$ cat src/rtl/decode_skid_stage_pkg.sv
// ----------------------------------------------------------------------------
// decode_skid_stage_pkg
//   Shared definitions for the instruction decode stage:
//     - field position constants of the fixed 32-bit instruction layout
//     - opcode / register index widths
//     - the list of legal opcodes (used when DECODE_ILLEGAL_CHECK_EN is set)
//     - decoded_instr_t, the payload carried through the skid buffer
//     - slice_instr(), which splits an instruction word into its fields
// ----------------------------------------------------------------------------
package decode_skid_stage_pkg;

   localparam int INSTR_W_DEF  = 32;
   localparam int PC_W_DEF     = 32;
   localparam int IMM_W_DEF    = 15;

   localparam int OPCODE_W     = 6;
   localparam int REG_W        = 5;

   localparam int OP_MSB       = 31;
   localparam int OP_LSB       = 26;
   localparam int RD_MSB       = 25;
   localparam int RD_LSB       = 21;
   localparam int RS_MSB       = 20;
   localparam int RS_LSB       = 16;
   localparam int IMM_SIGN_BIT = 15;
   localparam int IMM_MSB      = 14;

   // Opcodes the execute stage understands; anything else is flagged illegal.
   localparam int NUM_LEGAL = 16;
   localparam logic [OPCODE_W-1:0] LEGAL_OPCODES [NUM_LEGAL] = '{
      6'h00, 6'h01, 6'h02, 6'h03, 6'h04, 6'h05, 6'h08, 6'h09,
      6'h0A, 6'h0C, 6'h0D, 6'h10, 6'h11, 6'h20, 6'h23, 6'h2B
   };

   typedef struct packed {
      logic [PC_W_DEF-1:0]  pc;
      logic [OPCODE_W-1:0]  opcode;
      logic [REG_W-1:0]     rd;
      logic [REG_W-1:0]     rs;
      logic                 imm_sign;
      logic [IMM_W_DEF-1:0] imm;
      logic                 illegal;
   } decoded_instr_t;

   // Field split only; the illegal flag is filled in by the caller.
   function automatic decoded_instr_t slice_instr(
      input logic [INSTR_W_DEF-1:0] instr,
      input logic [PC_W_DEF-1:0]    pc
   );
      decoded_instr_t d;
      d.pc       = pc;
      d.opcode   = instr[OP_MSB:OP_LSB];
      d.rd       = instr[RD_MSB:RD_LSB];
      d.rs       = instr[RS_MSB:RS_LSB];
      d.imm_sign = instr[IMM_SIGN_BIT];
      d.imm      = instr[IMM_MSB:0];
      d.illegal  = 1'b0;
      return d;
   endfunction

endpackage

$ cat src/rtl/decode_skid_stage_skid.sv
// ----------------------------------------------------------------------------
// skid_buffer_2
//   Generic 2-entry valid/ready skid register. A main register drives the
//   output; a skid register catches the one word that arrives while the main
//   register is full and not draining. in_ready is a function of registered
//   state (and rst) only, so there is no combinational path from out_ready
//   to in_ready. Flush empties both entries; rst empties and zeroes them.
//
//   Ports:
//     clk        clock, rising-edge
//     rst        synchronous active-high reset
//     flush      discard held and incoming words
//     in_valid   upstream word valid
//     in_ready   buffer can accept (skid entry free, not in reset)
//     in_data    upstream word, W bits
//     out_valid  main entry holds a word
//     out_ready  downstream accepts
//     out_data   main entry contents, W bits
// ----------------------------------------------------------------------------
module skid_buffer_2 #(
   parameter int W = 8
) (
   input  logic         clk,
   input  logic         rst,
   input  logic         flush,
   input  logic         in_valid,
   output logic         in_ready,
   input  logic [W-1:0] in_data,
   output logic         out_valid,
   input  logic         out_ready,
   output logic [W-1:0] out_data
);

   logic         main_valid_reg, main_valid_next;
   logic         skid_valid_reg, skid_valid_next;
   logic [W-1:0] main_data_reg,  main_data_next;
   logic [W-1:0] skid_data_reg,  skid_data_next;

   logic accept;
   logic drain;

   assign in_ready = !skid_valid_reg && !rst;
   assign accept   = in_valid && in_ready;
   assign drain    = main_valid_reg && out_ready;

   always_comb begin
      main_valid_next = main_valid_reg;
      skid_valid_next = skid_valid_reg;
      main_data_next  = main_data_reg;
      skid_data_next  = skid_data_reg;

      if (flush) begin
         // Data registers keep their old contents; only the valids drop.
         main_valid_next = 1'b0;
         skid_valid_next = 1'b0;
      end else begin
         if (!main_valid_reg || drain) begin
            // Main is free this cycle: the skid entry is older than any new
            // input, so it always wins. Input and skid are never both live
            // because in_ready is low while skid is occupied.
            if (skid_valid_reg) begin
               main_data_next  = skid_data_reg;
               main_valid_next = 1'b1;
               skid_valid_next = 1'b0;
            end else if (accept) begin
               main_data_next  = in_data;
               main_valid_next = 1'b1;
            end else begin
               main_valid_next = 1'b0;
            end
         end else if (accept) begin
            // Main is stalled: park the new word in the skid entry.
            skid_data_next  = in_data;
            skid_valid_next = 1'b1;
         end
      end
   end

   always_ff @(posedge clk) begin
      if (rst) begin
         main_valid_reg <= 1'b0;
         skid_valid_reg <= 1'b0;
         main_data_reg  <= '0;
         skid_data_reg  <= '0;
      end else begin
         main_valid_reg <= main_valid_next;
         skid_valid_reg <= skid_valid_next;
         main_data_reg  <= main_data_next;
         skid_data_reg  <= skid_data_next;
      end
   end

   // Gated with rst so no output transfer can complete in a reset cycle.
   assign out_valid = main_valid_reg && !rst;
   assign out_data  = main_data_reg;

endmodule

$ cat src/rtl/decode_skid_stage.sv
// ----------------------------------------------------------------------------
// decode_skid_stage
//   Registered instruction-decode stage between fetch and the constant unit /
//   ALU. Instructions arrive over valid/ready, are split into fields and held
//   in a 2-entry skid buffer so the stage sustains one instruction per cycle
//   under backpressure. flush discards everything in flight.
//
//   Build option:
//     DECODE_ILLEGAL_CHECK_EN  defined  : out_illegal flags opcodes outside
//                                         the package legal list
//                              undefined: out_illegal is constant 0
//
//   Ports:
//     clk, rst                 clock, synchronous active-high reset
//     in_valid/in_ready        fetch handshake
//     in_instr, in_pc          instruction word and its address
//     flush                    discard held and incoming instructions
//     out_valid/out_ready      downstream handshake
//     out_pc                   pc of presented instruction
//     out_opcode,out_rd,out_rs instr[31:26], [25:21], [20:16]
//     out_imm_sign             instr[15]: 1 = sign-extend, 0 = zero-extend
//     out_imm                  instr[14:0]
//     out_illegal              opcode not in legal list (see build option)
// ----------------------------------------------------------------------------
module decode_skid_stage #(
   parameter int INSTR_W = 32,
   parameter int PC_W    = 32,
   parameter int IMM_W   = 15
) (
   input  logic               clk,
   input  logic               rst,
   input  logic               in_valid,
   output logic               in_ready,
   input  logic [INSTR_W-1:0] in_instr,
   input  logic [PC_W-1:0]    in_pc,
   input  logic               flush,
   output logic               out_valid,
   input  logic               out_ready,
   output logic [PC_W-1:0]    out_pc,
   output logic [5:0]         out_opcode,
   output logic [4:0]         out_rd,
   output logic [4:0]         out_rs,
   output logic               out_imm_sign,
   output logic [IMM_W-1:0]   out_imm,
   output logic               out_illegal
);

   import decode_skid_stage_pkg::*;

   localparam int PAYLOAD_W = $bits(decoded_instr_t);

   decoded_instr_t         in_dec;
   decoded_instr_t         out_dec;
   logic [PAYLOAD_W-1:0]   out_bits;
   logic                   illegal_flag;

`ifdef DECODE_ILLEGAL_CHECK_EN
   // One comparator per legal opcode; illegal when none of them hit.
   logic [NUM_LEGAL-1:0] legal_hits;

   genvar gi;
   generate
      for (gi = 0; gi < NUM_LEGAL; gi++) begin : g_legal
         assign legal_hits[gi] = (in_instr[OP_MSB:OP_LSB] == LEGAL_OPCODES[gi]);
      end
   endgenerate

   assign illegal_flag = ~|legal_hits;
`else
   assign illegal_flag = 1'b0;
`endif

   // Decode happens before the buffer so the stored payload is already split;
   // both entries then carry identical, ready-to-present fields.
   always_comb begin
      in_dec         = slice_instr(in_instr, in_pc);
      in_dec.illegal = illegal_flag;
   end

   skid_buffer_2 #(
      .W (PAYLOAD_W)
   ) u_skid (
      .clk       (clk),
      .rst       (rst),
      .flush     (flush),
      .in_valid  (in_valid),
      .in_ready  (in_ready),
      .in_data   (in_dec),
      .out_valid (out_valid),
      .out_ready (out_ready),
      .out_data  (out_bits)
   );

   assign out_dec      = decoded_instr_t'(out_bits);
   assign out_pc       = out_dec.pc;
   assign out_opcode   = out_dec.opcode;
   assign out_rd       = out_dec.rd;
   assign out_rs       = out_dec.rs;
   assign out_imm_sign = out_dec.imm_sign;
   assign out_imm      = out_dec.imm;
   assign out_illegal  = out_dec.illegal;

endmodule

$ cat config.mk
export PLATFORM = sky130hd
export DESIGN_NAME = decode_skid_stage
export DESIGN_NICKNAME = d
export VERILOG_FILES = /design/src/rtl/decode_skid_stage_pkg.sv /design/src/rtl/decode_skid_stage_skid.sv /design/src/rtl/decode_skid_stage.sv
export SDC_FILE = /design/constraint.sdc
export NUM_CORES = 1
export LEC_CHECK = 0
export ABC_AREA = 1
export BUFFER_PORTS_ARGS = -buffer_cell sky130_fd_sc_hd__buf_2
export CAP_MARGIN = 20
export CORE_MARGIN = 5
export CORE_UTILIZATION = 40
export CTS_CLUSTER_SIZE = 40
export DETAILED_ROUTE_END_ITERATION = 6
export HOLD_SLACK_MARGIN = 0.06
export PLACE_DENSITY = 0.64
export SLEW_MARGIN = 10
export SYNTH_ARGS = -nofsm -noshare
export SYNTH_HDL_FRONTEND = slang
export SYNTH_SLANG_ARGS = --single-unit
$ cat constraint.sdc
create_clock -name clk -period 3.2 [get_ports clk]
set_input_delay 0.96 -clock clk [delete_from_list [all_inputs] [get_ports clk]]
set_output_delay 0.96 -clock clk [all_outputs]
set_load 0.01 [all_outputs]
==> flow_summary.yaml <==
synthesis:
  netlist_area_mm2: 0.00639
  yosys.area.top_type: "sky130_fd_sc_hd__dfxtp_1"
  netlist_top_cells_count: "sky130_fd_sc_hd__nor2_1, sky130_fd_sc_hd__nand2_1, sky130_fd_sc_hd__dfxtp_1"
  synth_largest_type_area_fraction_pct: 40.7
  synth_enable_flop_cells: 0
  ys_ff_latch: 130
  netlist-cell-type-count: 20
  fraction_of_synthesized_cell_area_in_xor_and_xnor_cells_pct: 0
  post_synth_main_area_contributors: "sky130_fd_sc_hd__dfxtp_1, sky130_fd_sc_hd__nor2_1, sky130_fd_sc_hd__nand2_1, sky130_fd_sc_hd__nand3_1, sky130_fd_sc_hd__inv_1"
  dominant_combinational_cell_family_by_area_after_synthesis: "simple AND/OR/NAND/NOR gates"
  ys_seq_area_share_pct: 40.7
  synth.net_count: 1122
  yosys.cell_count.top_type: "sky130_fd_sc_hd__nor2_1"
  synth_compound_area_share_pct: 0.333
  synth_area_in_adders_pct: 0
  ys_dominant_reg_cell: "sky130_fd_sc_hd__dfxtp_1"
  synth-simple-area-share_pct: 45.2
  ys_warn_count: 0
  post_synth_inst_count: 1053
  syn_avg_cell_area_um2: 6.07
  synth_async_sr_flop_share_pct: 0
  yosys-mux-area-fraction_pct: 0
cts:
  number_of_clock_sinks_seen_by_cts: 130
  cts.repair_timing.setup_buffer_count: 0
  cts.clk_slew.worst_paths_ns: 0.06
  cts.path.max_buffers: 2
  cts_tree: "built"
  cts_made_buffers: 17
  number_of_cells_upsized_or_downsized_after_cts: 0
  clkLatencyLatePin_ns: 0.42
  root_buffer: "sky130_fd_sc_hd__clkbuf_16"
  clock_tree.htree_level_count: 4
  holdBufCountCts: 0
sta:
  achievable-frequency_mhz: 419
  skew_ns: 0.00931
  timing.final.crit_period_ns: 2.39
  max_slew.worst_pin.slew_ns: 0.677
  timing.final.setup_violations: 0
  slew-limit-headroom_pct: 54.9
  fin_worst_hold_slack_ns: 0.474
  hold_viol_final: 0
  rsz0062_at_grt: "no"
  fin_setup_tns_ns: 0
  fin_crit_sh_pct: 74.6
  report.final.slew_viol_count: 0
global_routing:
  number_of_antenna_violations_at_the_first_check_in_global_routing: 0
  grt_first_pass_wirelength_mm: 26.6
  groute.usage.overall_pct: 17.8
  grt.met2_usage_pct: 28.2
  overflow: 0
  use_met3_pct: 4.26
  grt_start_max_net_pins: 129
  grt.busiest_layer: "met2"
  grt_util_met1_pct: 23.3
  grt_pass1_vias: 5560
drt:
  drc_errors: 0
  detailroute.via_count: 6212
  drt.antenna.violating_nets: 0
  aggregate_routed_wire_length_mm: 16.3
  routed_wire_length_per_instance_um: 11.8
  iteration_count_of_the_initial_detailed_routing_pass: 4
  detail_route.iter0.violations: 344
  vias_per_cell: 4.50
setup_path:
  timing.critical_path.slowest_stage_cell: "sky130_fd_sc_hd__nor2_1"
  timing.critical_path.max_delay_family: "buffers and inverters"
  worstPathCellList: "buf_2 -> nor2_1 -> buf_2"
  worstSetupPathType: "input port to output pin"
  reg2reg_depth: 6
  end_kind: "output pin"
  cp_data_arrival_time_ns: 1.43
  crit_path_frequent_cell: "sky130_fd_sc_hd__buf_2"
  startpoint_type: "input port"
  path_max_fanout: 5
  critPathMaxStageDelay_ns: 0.16
  worst-endpoint-required_ns: 2.24
  worst-path-stages: 3
  path_buf_inv: 2
power:
  power.combinational.fraction_pct: 10.3
  vdd_ir_drop_max_mv: 0.388
  power_frac_clock_pct: 45.5
  leakage_component_of_the_power_nw: 4.19
  total_switching_power_mw: 0.948
  intPower_mw: 2.88
  power.density_mw_per_mm2: 501
  seq_power_share_pct: 44.2
  switching_share_pct: 24.8
placement:
  half_perimeter_wire_length_after_detailed_placement_mm: 10.3
  io_buffers: 134
  numPlacedInstances: 1352
  place.gp.congestion: 0.751
flow_run:
  maxCapViolations: 0
floorplanning:
  design.portCount: 136
  die-height_um: 136
  die_w_um: 136
  fp-row-count: 46
  start_util_pct: 40.5
  dieArea_mm2: 0.0186
  core-area_mm2: 0.0158
cells_and_area:
  layout-area-overhead-vs-synth_pct: 19.6
  antenna_cells: 0
  nNetsFinal: 1224
  layout-drive-gt1-share_pct: 15.8
  layoutNonFillerInstCount: 1381
run_status:
  run_status: "complete, no violations"
worst_hold_path:
  worst_hold_path_type: "flip-flop to flip-flop"
  hold-path-cell-count: 2
==> worst paths after layout <==
check	start	endpoint	slack [ns]
setup reg to reg	u_skid.skid_valid_reg	u_skid.out_data[7]	1.20
hold / removal	u_skid.out_data[13]	u_skid.out_data[13]	0.47
hold reg to reg	u_skid.out_data[13]	u_skid.out_data[13]	0.47
setup / recovery	rst	in_ready	0.81
==> cell families (layout without fill, tap and decap cells) <==
group                  Yosys count  after routing
and+or+nand+nor                719            719
buffers and inverters          200            312
DFF                            130            130
AOI/OAI and AO/OA                3              3
other                            1              1
==> power groups by stage <==
stage / sequential [mW] / clock (mW) / combinational [mW]
floorplan: 1.74 / 0 / 0.233
finish: 1.69 / 1.74 / 0.395
global route: 1.69 / 1.85 / 0.447
global placement: 1.72 / 0 / 0.398
detailed placement: 1.72 / 0 / 0.401
CTS: 1.69 / 1.78 / 0.402
==> metrics by stage <==
| stage | cell area, um2 | total power, mW | util, % | setup WS (ns) |
|---|---|---|---|---|
| finish | 7640 | 3.83 | 48.5 | 0.814 |
| global route | 7640 | 3.99 | 48.5 | 0.776 |
| CTS | 7640 | 3.87 | 48.5 | 0.800 |
| detailed placement | 7130 | 2.12 | 45.2 | 0.798 |
| global placement | 7130 | 2.12 | 45.2 | 0.795 |
| floorplan | 6390 | 1.98 | - | 1.07 |
==> cell usage in the layout (no fill, tap or decap), drive strengths merged <==
cell	synthesis	final
clkbuf	10	22
nor2	392	392
clkinv	14	20
inv	120	120
nand3	128	128
buf	56	149
o21bai	1	1
a21oi	2	2
conb	1	1
bufinv	0	1
nand2	199	199
dfxtp	130	130
==> worst min-delay path, stage by stage (launching register included) <==
cell	delay (ns)
sky130_fd_sc_hd__dfxtp_1	0.32
sky130_fd_sc_hd__nor2_1	0.04
sky130_fd_sc_hd__nor2_1	0.08
==> layout make-up <==
cell class                 count  area (um2)
multi-input combinational    723        2940
timing repair buffer         149         808
clock inverter                 7        61.3
clock buffer                  22         454
fill                        1761        8130
tap                          216         270
sequential                   130        2610
inverter                     134         504
==> per-layer routing <==
layer	wire length, um	share of wire [%]
met5	0	0
met4	340	2.1
met3	831	5.1
met2	7320	45
met1	7780	48
Power figures use the tool's default switching activity.
